===== config.mk =====
export PLATFORM = sky130hd
export DESIGN_NAME = lsu_sequencer
export DESIGN_NICKNAME = d
export VERILOG_FILES = /design/src/rtl/lsu_pkg.sv /design/src/rtl/lsu_lane_align.sv /design/src/rtl/lsu_sequencer.sv
export SDC_FILE = /design/constraint.sdc
export NUM_CORES = 1
export LEC_CHECK = 0
export ABC_AREA = 1
export ABC_CLOCK_PERIOD_IN_PS = 2300
export CORE_MARGIN = 3
export CORE_UTILIZATION = 40
export DETAILED_ROUTE_END_ITERATION = 8
export DONT_BUFFER_PORTS = 1
export PLACE_DENSITY_LB_ADDON = 0.05
export SLEW_MARGIN = 10
export SYNTH_ARGS = -nofsm -noshare
export SYNTH_HDL_FRONTEND = slang
export SYNTH_SLANG_ARGS = --single-unit

===== constraint.sdc =====
create_clock -name clk -period 2.3 [get_ports clk]
set_input_delay 0.115 -clock clk [delete_from_list [all_inputs] [get_ports clk]]
set_output_delay 0.115 -clock clk [all_outputs]
set_load 0.02 [all_outputs]

===== src/rtl/lsu_pkg.sv =====
// Shared types and helpers for the load/store sequencer: FSM states, access-size codes,
// bus request payload and the alignment rule.
package lsu_pkg;

    localparam int unsigned XLEN = 32;
    localparam int unsigned BE_W = XLEN / 8;

    typedef enum logic [1:0] {
        IDLE = 2'd0,
        ADDR = 2'd1,
        RESP = 2'd2,
        DONE = 2'd3
    } state_e;

    // Same encoding as the store-width select (B/H/W); 3 is reserved.
    localparam logic [1:0] SIZE_B = 2'd0;
    localparam logic [1:0] SIZE_H = 2'd1;
    localparam logic [1:0] SIZE_W = 2'd2;

    typedef struct packed {
        logic              we;
        logic [XLEN-1:0]   addr;
        logic [BE_W-1:0]   be;
        logic [XLEN-1:0]   wdata;
    } bus_req_t;

    function automatic logic is_aligned(input logic [1:0] size, input logic [1:0] addr_lo);
        logic ok;
        case (size)
            SIZE_B:  ok = 1'b1;
            SIZE_H:  ok = ~addr_lo[0];
            SIZE_W:  ok = (addr_lo == 2'b00);
            default: ok = 1'b0;
        endcase
        return ok;
    endfunction

endpackage


===== src/rtl/lsu_lane_align.sv =====
// Combinational lane steering: byte enables and replicated store data toward the bus,
// lane extraction plus sign/zero extension of read data back to the core.
module lsu_lane_align
    import lsu_pkg::*;
(
    input  logic [1:0]      size_i,
    input  logic            unsigned_i,
    input  logic [1:0]      addr_lo_i,
    input  logic [XLEN-1:0] wdata_i,
    input  logic [XLEN-1:0] rdata_i,
    output logic [BE_W-1:0] be_o,
    output logic [XLEN-1:0] wdata_o,
    output logic [XLEN-1:0] rdata_o
);

    logic [7:0]  byte_lane;
    logic [15:0] half_lane;

    always_comb begin
        be_o    = '0;
        wdata_o = wdata_i;
        case (size_i)
            SIZE_B: begin
                be_o    = 4'b0001 << addr_lo_i;
                wdata_o = {4{wdata_i[7:0]}};
            end
            SIZE_H: begin
                be_o    = addr_lo_i[1] ? 4'b1100 : 4'b0011;
                wdata_o = {2{wdata_i[15:0]}};
            end
            SIZE_W:  be_o = 4'b1111;
            default: be_o = 4'b0000;
        endcase
    end

    always_comb begin
        case (addr_lo_i)
            2'd0:    byte_lane = rdata_i[7:0];
            2'd1:    byte_lane = rdata_i[15:8];
            2'd2:    byte_lane = rdata_i[23:16];
            default: byte_lane = rdata_i[31:24];
        endcase
        half_lane = addr_lo_i[1] ? rdata_i[31:16] : rdata_i[15:0];
    end

    // Zero-extension is sign-extension with the fill bit forced low.
    always_comb begin
        case (size_i)
            SIZE_B:  rdata_o = {{24{byte_lane[7] & ~unsigned_i}}, byte_lane};
            SIZE_H:  rdata_o = {{16{half_lane[15] & ~unsigned_i}}, half_lane};
            default: rdata_o = rdata_i;
        endcase
    end

endmodule


===== src/rtl/lsu_sequencer.sv =====
// Load/store sequencer: runs one memory request over a valid/ready address phase and a
// response phase while stalling the core. Optional bus watchdog under LSU_TIMEOUT_EN.
module lsu_sequencer
    import lsu_pkg::*;
#(
`ifdef LSU_TIMEOUT_EN
    parameter int unsigned TIMEOUT_CYCLES = 255
`endif
) (
    input  logic        clk,
    input  logic        rst,
    input  logic        req_valid,
    input  logic        req_we,
    input  logic [1:0]  req_size,
    input  logic        req_unsigned,
    input  logic [31:0] req_addr,
    input  logic [31:0] req_wdata,
    output logic        stall,
    output logic        done,
    output logic        fault,
    output logic [31:0] load_data,
    output logic        bus_valid,
    input  logic        bus_ready,
    output logic        bus_we,
    output logic [31:0] bus_addr,
    output logic [3:0]  bus_be,
    output logic [31:0] bus_wdata,
    input  logic        bus_rvalid,
    input  logic [31:0] bus_rdata
);

`ifdef LSU_TIMEOUT_EN
    localparam int unsigned CNT_W = ($clog2(TIMEOUT_CYCLES + 1) > 8) ? $clog2(TIMEOUT_CYCLES + 1) : 8;
    logic [CNT_W-1:0] cnt_q, cnt_d;
    logic             timeout;
`endif

    state_e          state_q, state_d;
    bus_req_t        req_q, req_d;
    logic [1:0]      size_q, size_d;
    logic            uns_q, uns_d;
    logic [1:0]      lo_q, lo_d;
    logic            fault_q, fault_d;
    logic [XLEN-1:0] load_q, load_d;

    logic [1:0]      al_size;
    logic            al_uns;
    logic [1:0]      al_lo;
    logic [BE_W-1:0] al_be;
    logic [XLEN-1:0] al_wdata;
    logic [XLEN-1:0] al_rdata;

    // Steer the incoming request while idle, the captured request otherwise.
    assign al_size = (state_q == IDLE) ? req_size     : size_q;
    assign al_uns  = (state_q == IDLE) ? req_unsigned : uns_q;
    assign al_lo   = (state_q == IDLE) ? req_addr[1:0] : lo_q;

    lsu_lane_align u_align (
        .size_i     (al_size),
        .unsigned_i (al_uns),
        .addr_lo_i  (al_lo),
        .wdata_i    (req_wdata),
        .rdata_i    (bus_rdata),
        .be_o       (al_be),
        .wdata_o    (al_wdata),
        .rdata_o    (al_rdata)
    );

`ifdef LSU_TIMEOUT_EN
    assign timeout = (cnt_q == CNT_W'(TIMEOUT_CYCLES - 1));
`endif

    always_ff @(posedge clk) begin
        if (rst) begin
            state_q <= IDLE;
            req_q   <= '0;
            size_q  <= '0;
            uns_q   <= 1'b0;
            lo_q    <= '0;
            fault_q <= 1'b0;
            load_q  <= '0;
`ifdef LSU_TIMEOUT_EN
            cnt_q   <= '0;
`endif
        end else begin
            state_q <= state_d;
            req_q   <= req_d;
            size_q  <= size_d;
            uns_q   <= uns_d;
            lo_q    <= lo_d;
            fault_q <= fault_d;
            load_q  <= load_d;
`ifdef LSU_TIMEOUT_EN
            cnt_q   <= cnt_d;
`endif
        end
    end

    always_comb begin
        state_d = state_q;
        req_d   = req_q;
        size_d  = size_q;
        uns_d   = uns_q;
        lo_d    = lo_q;
        fault_d = 1'b0;
        load_d  = load_q;
`ifdef LSU_TIMEOUT_EN
        cnt_d   = cnt_q + CNT_W'(1);
`endif
        case (state_q)
            IDLE: begin
                if (req_valid) begin
                    if (!is_aligned(req_size, req_addr[1:0])) begin
                        state_d = DONE;
                        fault_d = 1'b1;
                    end else begin
                        state_d = ADDR;
                        req_d   = '{we: req_we, addr: {req_addr[31:2], 2'b00}, be: al_be, wdata: al_wdata};
                        size_d  = req_size;
                        uns_d   = req_unsigned;
                        lo_d    = req_addr[1:0];
                    end
                end
`ifdef LSU_TIMEOUT_EN
                cnt_d = '0;
`endif
            end
            ADDR: begin
                if (bus_ready) begin
                    if (req_q.we) begin
                        state_d = DONE;
                    end else if (bus_rvalid) begin
                        state_d = DONE;
                        load_d  = al_rdata;
                    end else begin
                        state_d = RESP;
                    end
`ifdef LSU_TIMEOUT_EN
                end else if (timeout) begin
                    state_d = DONE;
                    fault_d = 1'b1;
                    load_d  = '0;
`endif
                end
            end
            RESP: begin
                if (bus_rvalid) begin
                    state_d = DONE;
                    load_d  = al_rdata;
`ifdef LSU_TIMEOUT_EN
                end else if (timeout) begin
                    state_d = DONE;
                    fault_d = 1'b1;
                    load_d  = '0;
`endif
                end
            end
            default: state_d = IDLE;
        endcase
    end

    always_comb begin
        stall     = (state_q != DONE) && ((state_q != IDLE) || req_valid);
        bus_valid = (state_q == ADDR);
        done      = (state_q == DONE);
    end

    assign fault     = fault_q;
    assign load_data = load_q;
    assign bus_we    = req_q.we;
    assign bus_addr  = req_q.addr;
    assign bus_be    = req_q.be;
    assign bus_wdata = req_q.wdata;

endmodule

### Word-level counts from Yosys, hierarchy flattened

Index checks and enable logic that the tools add are counted.
W data, S select, Z words.

| storage, ports and cells | value |
|---|---|
| bits in latches | 0 |
| bits in read-only memories | 0 |
| register bits after elaboration | 107 |
| output and inout port bits | 105 |
| memory bits (writable) | 0 |
| word-level logic and storage cells | 68 |
| input bits | 105 |
| memories kept | 0 |

| operators by class | value |
|---|---|
| equal/unequal tests | 14 |
| $lt $le $gt $ge | 0 |
| bitwise gates (word level) | 6 |
| div/mod/pow operators | 0 |
| reduce and logical (&&, ||, !) cells | 13 |
| muxes and demuxes | 24 |
| shift operators | 1 |
| add/subtract/negate cells | 0 |
| multipliers | 0 |

Operators with widths:

| cell | number |
|---|---|
| $pmux W32 S2 | 3 |
| $mux W32 | 3 |
| $pmux W8 S3 | 1 |
| $mux W16 | 1 |
| $mux W2 | 6 |
| $pmux W4 S3 | 1 |
| $eq A2 B2 Y1 const B | 5 |
| $logic_not A2 Y1 | 5 |
| $reduce_and A3 Y1 | 3 |
| $eq A2 B1 Y1 const B | 4 |
| $ne A2 B2 Y1 const B | 4 |
| $mux W1 | 6 |
| $pmux W2 S3 | 1 |
| $mux W4 | 1 |
| $not A1 Y1 | 4 |
| $reduce_bool A2 Y1 | 2 |
| $shl A1 B2 Y4 const A | 1 |
| $pmux W1 S3 | 1 |
| $reduce_or A3 Y1 | 1 |
| $and A1 B1 Y1 | 2 |
| $ne A2 B1 Y1 const B | 1 |
| $logic_and A1 B1 Y1 | 1 |
| $logic_or A1 B1 Y1 | 1 |

### Logic depth before layout (Yosys ltp)

Gate-level depths: netlist of the first run.

| logic depth | value |
|---|---|
| depth after elaboration | 10 |
| mapped depth | 15 |
| depth with buffers taken out | 13 |

### Cells and area by module

Synthesis of the first run repeated with hierarchy kept, for this count alone.

| second synthesis, totals | value |
|---|---|
| cells, all modules | 789 |
| area total of the unflattened synthesis | 5823.1 um^2 |

Modules (own cells, without submodules):

| module | area an instance (um^2) | cells an instance | times used | seq. area each (um^2) |
|---|---|---|---|---|
| lsu_sequencer | 4435.5 | 515 | 1 | 2142.1 |
| lsu_lane_align | 1387.6 | 274 | 1 | 0.0 |

### Worst setup path before layout of the first run

No wires, ideal clock.

| timing path | value |
|---|---|
| path kind | register to register |
| start point | register state_q[1] |
| end point | register load_q[23], in the netlist load_data[23] |
| required time | 2188 ps |
| cell stages (with the launch flop) | 10 |
| path buffers | 1 |
| setup time | 112 ps |
| slack | 453 ps |
| clock period less this slack | 1847 ps |
| arrival time | 1735 ps |
| cell sequence | dfxtp_1 > inv_1 > ha_1 > nand2_1 > o21ai_0 > nor2_2 > clkbuf_1 > o21ai_0 > o21ai_2 > inv_1 |

| between the ends | value |
|---|---|
| elaborated cells between the ends (all ways) | 25 |
| classes of those cells | eq/ne (7); mux (10); bitwise (3); reduce/logical (5) |

RTL lines:

| element | line | source |
|---|---|---|
| start, declared | lsu_sequencer.sv:38 | `state_e state_q, state_d;` |
| start signal, assigned | lsu_sequencer.sv:86 | `state_q <= state_d;` |
| $eq A2 B1 Y1 (*) | - |  |
| via bus_valid | lsu_sequencer.sv:22 | `output logic bus_valid,` |
| $ne A2 B2 Y1 (no source line) (tied with other cells) | - |  |
| $reduce_and A3 Y1 (no source line) | - |  |
| end signal, assigned | lsu_sequencer.sv:92 | `load_q <= load_d;` |
| end, declared | lsu_sequencer.sv:44 | `logic [XLEN-1:0] load_q, load_d;` |

The timed path passes the listed nets; every way through them passes the cells marked *. The select of a mux whose other input is x is not followed.
A chain may end at the register's enable or synchronous reset.

### Worst setup path after layout of the first run

| timing path | value |
|---|---|
| start point | register state_q[1] |
| end point | register load_q[19], in the netlist load_data[19] |

| between the ends | value |
|---|---|
| cells in the longest elaborated chain, start to end | 10 |
| elaborated cells between the ends (all ways) | 25 |
| classes of those cells | eq/ne (7); mux (10); bitwise (3); reduce/logical (5) |

RTL lines:

| element | line | source |
|---|---|---|
| $logic_not A2 Y1 | lsu_sequencer.sv:54, lsu_sequencer.sv:55, lsu_sequencer.sv:56 |  |
| $mux W2 | lsu_sequencer.sv:56 | `assign al_lo = (state_q == IDLE) ? req_addr[1:0] : lo_q;` |
| $eq A2 B2 Y1 (tied with other cells) | lsu_lane_align.sv:37 | `case (addr_lo_i)` |
| $pmux W8 S3 | lsu_lane_align.sv:37 |  |
| $and A1 B1 Y1 | lsu_lane_align.sv:49 | `SIZE_B: rdata_o = {{24{byte_lane[7] & ~unsigned_i}}, byte_lane};` |
| $pmux W32 S2 | lsu_lane_align.sv:48 | `case (size_i)` |
| $mux W32 | lsu_sequencer.sv:132, lsu_sequencer.sv:147 |  |
| $mux W32 | lsu_sequencer.sv:130 | `if (req_q.we) begin` |
| $mux W32 | lsu_sequencer.sv:129 | `if (bus_ready) begin` |
| $pmux W32 S2 | lsu_sequencer.sv:110 | `case (state_q)` |

Parallel ways exist; a longest one is shown, timed or not. The select of a mux whose other input is x is not followed.

==> flow_metrics.py, run 1 <==
metrics = {
    "setup_path": {
        "path_buf_inv": 4,
        "r2r_start": "state_q[1]",
        "cp_max_fo": 20,
        "worst_ep_arrival_time_ns": 2.36,
        "path_cells": "inv_1, ha_2, inv_8, nand2_8, nand2_8, nor2_8, nand2_1, inv_2, nand3_4, nand2_4, o21ai_0, inv_1",
        "cp-start-kind": "register",
        "crit_type": "register to register",
        "cp_top_family": "simple AND/OR/NAND/NOR gates",
        "crit_slowest_cell": "dfxtp_1",
        "crit_required_ns": 2.59,
        "worst-r2r-cell-count": 12,
        "reg2reg_to": "load_data[19]",
        "end_kind": "register",
        "cpPeakStageDelay_ns": 0.35,
        "rrSetupSlack_ns": 0.23,
    },
    "grt": {
        "grt_pass1_wl_microns": 25800,
        "overflow": 0,
        "grt_max_degree": 71,
        "grt_pass1_vias": 5060,
        "grtUsageTotal": 0.228,
        "antenna_found_initial": 0,
    },
    "timing": {
        "tns_ns": 0,
        "fin_crit_sh": 0.898,
        "skew_ns": 0.0119,
        "finalCriticalPeriod_ns": 2.07,
        "fmax_mhz": 484,
        "setup_violations": 0,
        "drv_slew": 0,
        "hold_viol": 0,
        "grt_setup_unrepaired": "false",
    },
    "clock_tree": {
        "clk_path_buf_depth": 2,
        "htree_levels": 3,
        "clk-insertion-delay-late_ns": 0.35,
        "path_clk_slew_ns": 0.07,
        "cts_tree": "yes",
        "cts_num_sinks": 107,
        "clock-root-buffer": "clkbuf_16",
        "cts_buffers": 9,
    },
    "place": {
        "io_buffers": 0,
        "place.detailed.hpwl_microns": 10700,
        "dpl_cell_area_sq_um": 5160,
        "dp.cells": 863,
        "place_congestion": 0.837,
    },
    "run_status": {
        "status": "complete, no violations",
    },
    "synthesis": {
        "ys_types": 34,
        "synth_seq_cells": 107,
        "yosysSeqAreaShare": 0.430,
        "synth_flop_cell": "dfxtp_1",
        "syn_inst": 724,
        "ys_async_sr_fraction": 0,
        "synth_enable_flop_cells": 0,
        "synth.avg_cell_area_sq_um": 6.89,
        "yosys_warnings": 0,
        "syn_area_sq_um": 4990,
    },
    "pwr": {
        "power_mw": 7.79,
        "p_leak_nw": 2.80,
        "p_per_area_nw_per_um2": 1230,
        "peakVddDrop_v": 0.000547,
    },
    "finish": {
        "n_antenna_cell": 0,
        "final_area_sq_um": 6330,
        "finalCoreUtilization": 0.522,
        "regArea_sq_um": 2140,
        "fill_cells": 1214,
        "final_cell_count_no_fill": 968,
        "multiInputGateArea_sq_um": 2450,
        "drive_gt1_frac": 0.0763,
        "final_common_cell": "nand2_1",
        "final_cell_mix": "nand2_1 (164), nor2_1 (153), dfxtp_1 (107)",
        "syn2layout_area_growth_pct": 26.9,
        "fin_nets": 904,
    },
    "detailed_routing": {
        "wl_met2_microns": 7850,
        "routed.top_layer": "met4",
        "num_vias": 5017,
        "routedLengthMet1_microns": 6510,
        "drc_errors": 0,
        "drt_wl_total_microns": 16100,
        "wl_met3_microns": 1380,
        "antenna_left": 0,
        "first_iter_violations": 406,
        "via_per_inst": 5.18,
        "drt_pre_antenna_iters": 6,
        "wl_per_cell_microns": 16.7,
    },
    "die": {
        "row_count": 40,
        "core_sq_um": 12100,
        "die_w_microns": 118,
        "initial_utilization": 0.412,
        "ios": 210,
        "dieArea_sq_um": 13800,
        "fp.dieH_microns": 118,
    },
    "flow_run": {
        "max_cap_viol_count": 0,
    },
    "worst_hold_path": {
        "worstHoldPathType": "primary input to register",
        "hold_path_depth": 4,
        "hold-path-endpoint": "load_data[12]",
        "hp-start": "bus_rdata[28]",
    },
}
## repair_timing
item	in CTS	in global routing
hold buffers	89	0
setup buffers	0	0
setup endpoints to repair	0	31
hold endpoints to repair	107	0
resized for setup	0	1
## layer usage
metal / GRT usage / vias up
li1: - / 2456
met1: 0.267 / 2298
met2: 0.389 / 234
met3: 0.0682 / 29
met4: 0.0952 / 0
met5: 0 / -
## worst max path at each step
stage / from / end / slack, ns / cells past startpoint
global placement: state_q[0] / load_data[16] / 0.21 / 12
global route: state_q[1] / load_data[18] / 0.03 / 12
floorplan: state_q[1] / load_data[23] / 0.45 / 9
CTS: state_q[1] / load_data[20] / 0.09 / 12
finish: state_q[1] / load_data[19] / 0.23 / 12
detailed placement: state_q[1] / load_data[20] / 0.11 / 12
## power breakdown
group,leakage (nW),total (mW),switching (mW),internal [mW]
Clock,0.119,1.41,0.678,0.734
Sequential,0.877,3.09,0.793,2.29
Combinational,1.81,3.29,2.18,1.11
## cell type report
class                      instances  share of cell area
clock buffer                      12              0.0374
clock inverter                     4             0.00435
multi-input combinational        522               0.388
sequential                       107               0.339
timing repair buffer             102               0.166
inverter                          53              0.0326
tap                              168              0.0332
## metrics by stage
stage	hold slack (ns)	setup WS, ns
floorplan	0.250	0.453
global placement	0.193	0.206
detailed placement	0.195	0.108
CTS	0.000133	0.0937
global route	0.00958	0.0282
finish	0.00610	0.234
## cells in the mapped netlist (2+ instances only)
cell | n | area share
buf_2 | 2 | 0.0020
buf_4 | 3 | 0.0045
o21ai_0 | 84 | 0.084
nand2_1 | 164 | 0.12
nand2_8 | 2 | 0.0080
buf_6 | 2 | 0.0045
nand2_2 | 8 | 0.010
inv_1 | 48 | 0.036
o21ai_2 | 10 | 0.018
nand2_4 | 3 | 0.0068
inv_2 | 4 | 0.0030
a21oi_1 | 19 | 0.019
nor3_1 | 4 | 0.0040
nand3_1 | 21 | 0.021
nand4_1 | 16 | 0.020
ha_1 | 4 | 0.010
clkbuf_1 | 32 | 0.024
dfxtp_1 | 107 | 0.43
buf_1 | 3 | 0.0023
nor2_1 | 153 | 0.12
a31oi_1 | 22 | 0.028
## worst min-delay path: cells and delay by family
family | cells | cell delay (ns)
buffers and inverters | 1 | 0.04
and+or+nand+nor | 3 | 0.18
## kinds of logic (layout without fill, tap and decap cells)
logic type / count (synthesis) / in the layout / synth area share
buf+inv: 96 / 171 / 0.0818
mux: 1 / 1 / 0.00201
fa+ha+maj: 4 / 4 / 0.0100
other cells: 1 / 2 / 0.000752
simple gates: 376 / 376 / 0.321
flops: 107 / 107 / 0.430
compound gates: 139 / 139 / 0.155
## registers in the layout (all words and copies together) (netlist names)
name       flops
uns_q          1
fault          1
size_q         2
bus_wdata     32
state_q        2
load_data     32
bus_we         1
lo_q           2
bus_addr      30
bus_be         4
(Power assumes the default switching activity.)
==> inputs of run 2 (changes only) <==
CORE_UTILIZATION = 59   (was 40)
==> run 2 against run 1 <==
Net effect: register-to-register slack hardly changed; critical path type unchanged; sequential share of layout area is 0.57 points higher; sequential power hardly changed; total power is 3.6% lower; flip-flop and latch count stayed put.
==> flow_metrics.py, run 2 (synthesis gave the netlist of run 1 again) <==
metrics = {
    "run_status": {
        "status": "complete, no violations",
    },
    "detailed_routing": {
        "num_vias": 5254,
        "antenna_left": 0,
        "drt_pre_antenna_iters": 6,
        "via_per_inst": 5.77,
        "first_iter_violations": 382,
        "drc_errors": 0,
        "drt_wl_total_microns": 16600,
        "wl_per_cell_microns": 18.2,
    },
    "timing": {
        "setup_violations": 0,
        "hold_viol": 0,
        "finalCriticalPeriod_ns": 2.06,
        "slew_headroom": 0.634,
        "fmax_mhz": 485,
        "drv_slew": 0,
        "hold_slack_ns": 0.0197,
        "tns_ns": 0,
        "tightest_slew_ns": 0.549,
        "grt_setup_unrepaired": "false",
        "fin_crit_sh": 0.897,
        "skew_ns": 0.0152,
    },
    "clock_tree": {
        "clk-insertion-delay-late_ns": 0.39,
        "path_clk_slew_ns": 0.11,
        "cts_num_sinks": 107,
        "postCtsSetupBuffers": 0,
        "cts_tree": "yes",
        "htree_levels": 3,
        "clk_path_buf_depth": 2,
        "clock-root-buffer": "clkbuf_8",
        "cts_buffers": 9,
    },
    "place": {
        "place.detailed.hpwl_microns": 10100,
        "place_congestion": 0.932,
        "io_buffers": 0,
    },
    "setup_path": {
        "crit_type": "register to register",
        "crit_required_ns": 2.63,
        "cp-start-kind": "register",
        "worst_ep_arrival_time_ns": 2.39,
        "cp_max_fo": 19,
        "end_kind": "register",
        "rrSetupSlack_ns": 0.24,
    },
    "die": {
        "initial_utilization": 0.626,
        "die_w_microns": 97.9,
        "dieArea_sq_um": 9590,
        "row_count": 32,
        "ios": 210,
        "core_sq_um": 7970,
        "fp.dieH_microns": 97.9,
    },
    "finish": {
        "fin_nets": 913,
        "final_cell_mix": "nand2_1 (164), nor2_1 (152), dfxtp_1 (107)",
        "n_antenna_cell": 0,
        "final_common_cell": "nand2_1",
        "syn2layout_area_growth_pct": 24.8,
        "drive_gt1_frac": 0.0779,
    },
    "flow_run": {
        "max_cap_viol_count": 0,
    },
    "grt": {
        "grt_max_degree": 69,
        "grt_pass1_wl_microns": 26000,
        "grtUsageTotal": 0.335,
        "overflow": 0,
        "grt_pass1_vias": 5083,
        "antenna_found_initial": 0,
    },
    "pwr": {
        "p_per_area_nw_per_um2": 1210,
        "peakVddDrop_v": 0.000597,
        "power_mw": 7.51,
        "p_leak_nw": 2.80,
    },
    "worst_hold_path": {
        "worstHoldPathType": "primary input to register",
    },
}
[run 2: cell types whose count changed in the layout (fill, tap and decap cells not counted), sizes merged]
cell and change:
dlygate4sd3 +10, inv +3, clkbuf -2, clkinvlp -2, buf -1, clkinv +1
[run 2: cell type report]
cell class / instances / area, sq um
Tap cell: 102 / 128
Timing Repair Buffer: 111 / 1100
Clock inverter: 6 / 56.3
Multi-Input combinational cell: 522 / 2460
Clock buffer: 10 / 128
Sequential cell: 107 / 2140
Fill cell: 580 / 1750
Inverter: 53 / 206
[run 2: final timing paths]
| path | depth (start not counted) | start | end |
|---|---|---|---|
| hold reg to reg | 2 | state_q[1] | state_q[1] |
| setup / recovery | 12 | state_q[0] | load_data[16] |
| setup reg to reg | 12 | state_q[0] | load_data[16] |
| hold / removal | 2 | rst | bus_be[2] |
[run 2: worst max-delay path, cell delays in order, from the launching register on]
cell and delay [ns]:
dfxtp_1 0.36, inv_1 0.10, ha_2 0.35, inv_8 0.09, nand2_8 0.08, nand2_8 0.11
nor2_8 0.21, nand2_1 0.09, inv_2 0.08, nand3_4 0.14, nand2_4 0.24, o21ai_0 0.11
inv_1 0.06
[run 2: layer usage]
layer	GRT usage	vias to the layer above	wire length [microns]
met5	0	-	0
li1	-	2479	-
met3	0.101	65	1950
met1	0.379	2344	5920
met2	0.579	366	8080
met4	0.150	0	628
[run 2: metrics by stage]
| step | instances | setup WS [ns] | util | area [sq um] |
|---|---|---|---|---|
| 2_1_floorplan | 725 | 0.453 | - | 4990 |
| 3_3_place_gp | 796 | 0.257 | 0.631 | 5030 |
| 3_5_place_dp | 796 | 0.149 | 0.631 | 5030 |
| 4_1_cts | 911 | 0.119 | 0.780 | 6220 |
| 5_1_grt | 911 | 0.0469 | 0.781 | 6220 |
| 6_report | 911 | 0.237 | 0.781 | 6220 |
[run 2: power by group]
group,internal [mW],switching [mW],leakage [nW]
Clock,0.418,0.696,0.0909
Combinational,1.07,2.22,1.83
Sequential,2.29,0.808,0.877
Total,3.78,3.73,2.80
[run 2: repair_timing]
item,CTS,global route
hold buffers,99,0
gates resized for setup,0,2
endpoints found under the setup margin,0,35
endpoints found under the hold margin,107,0
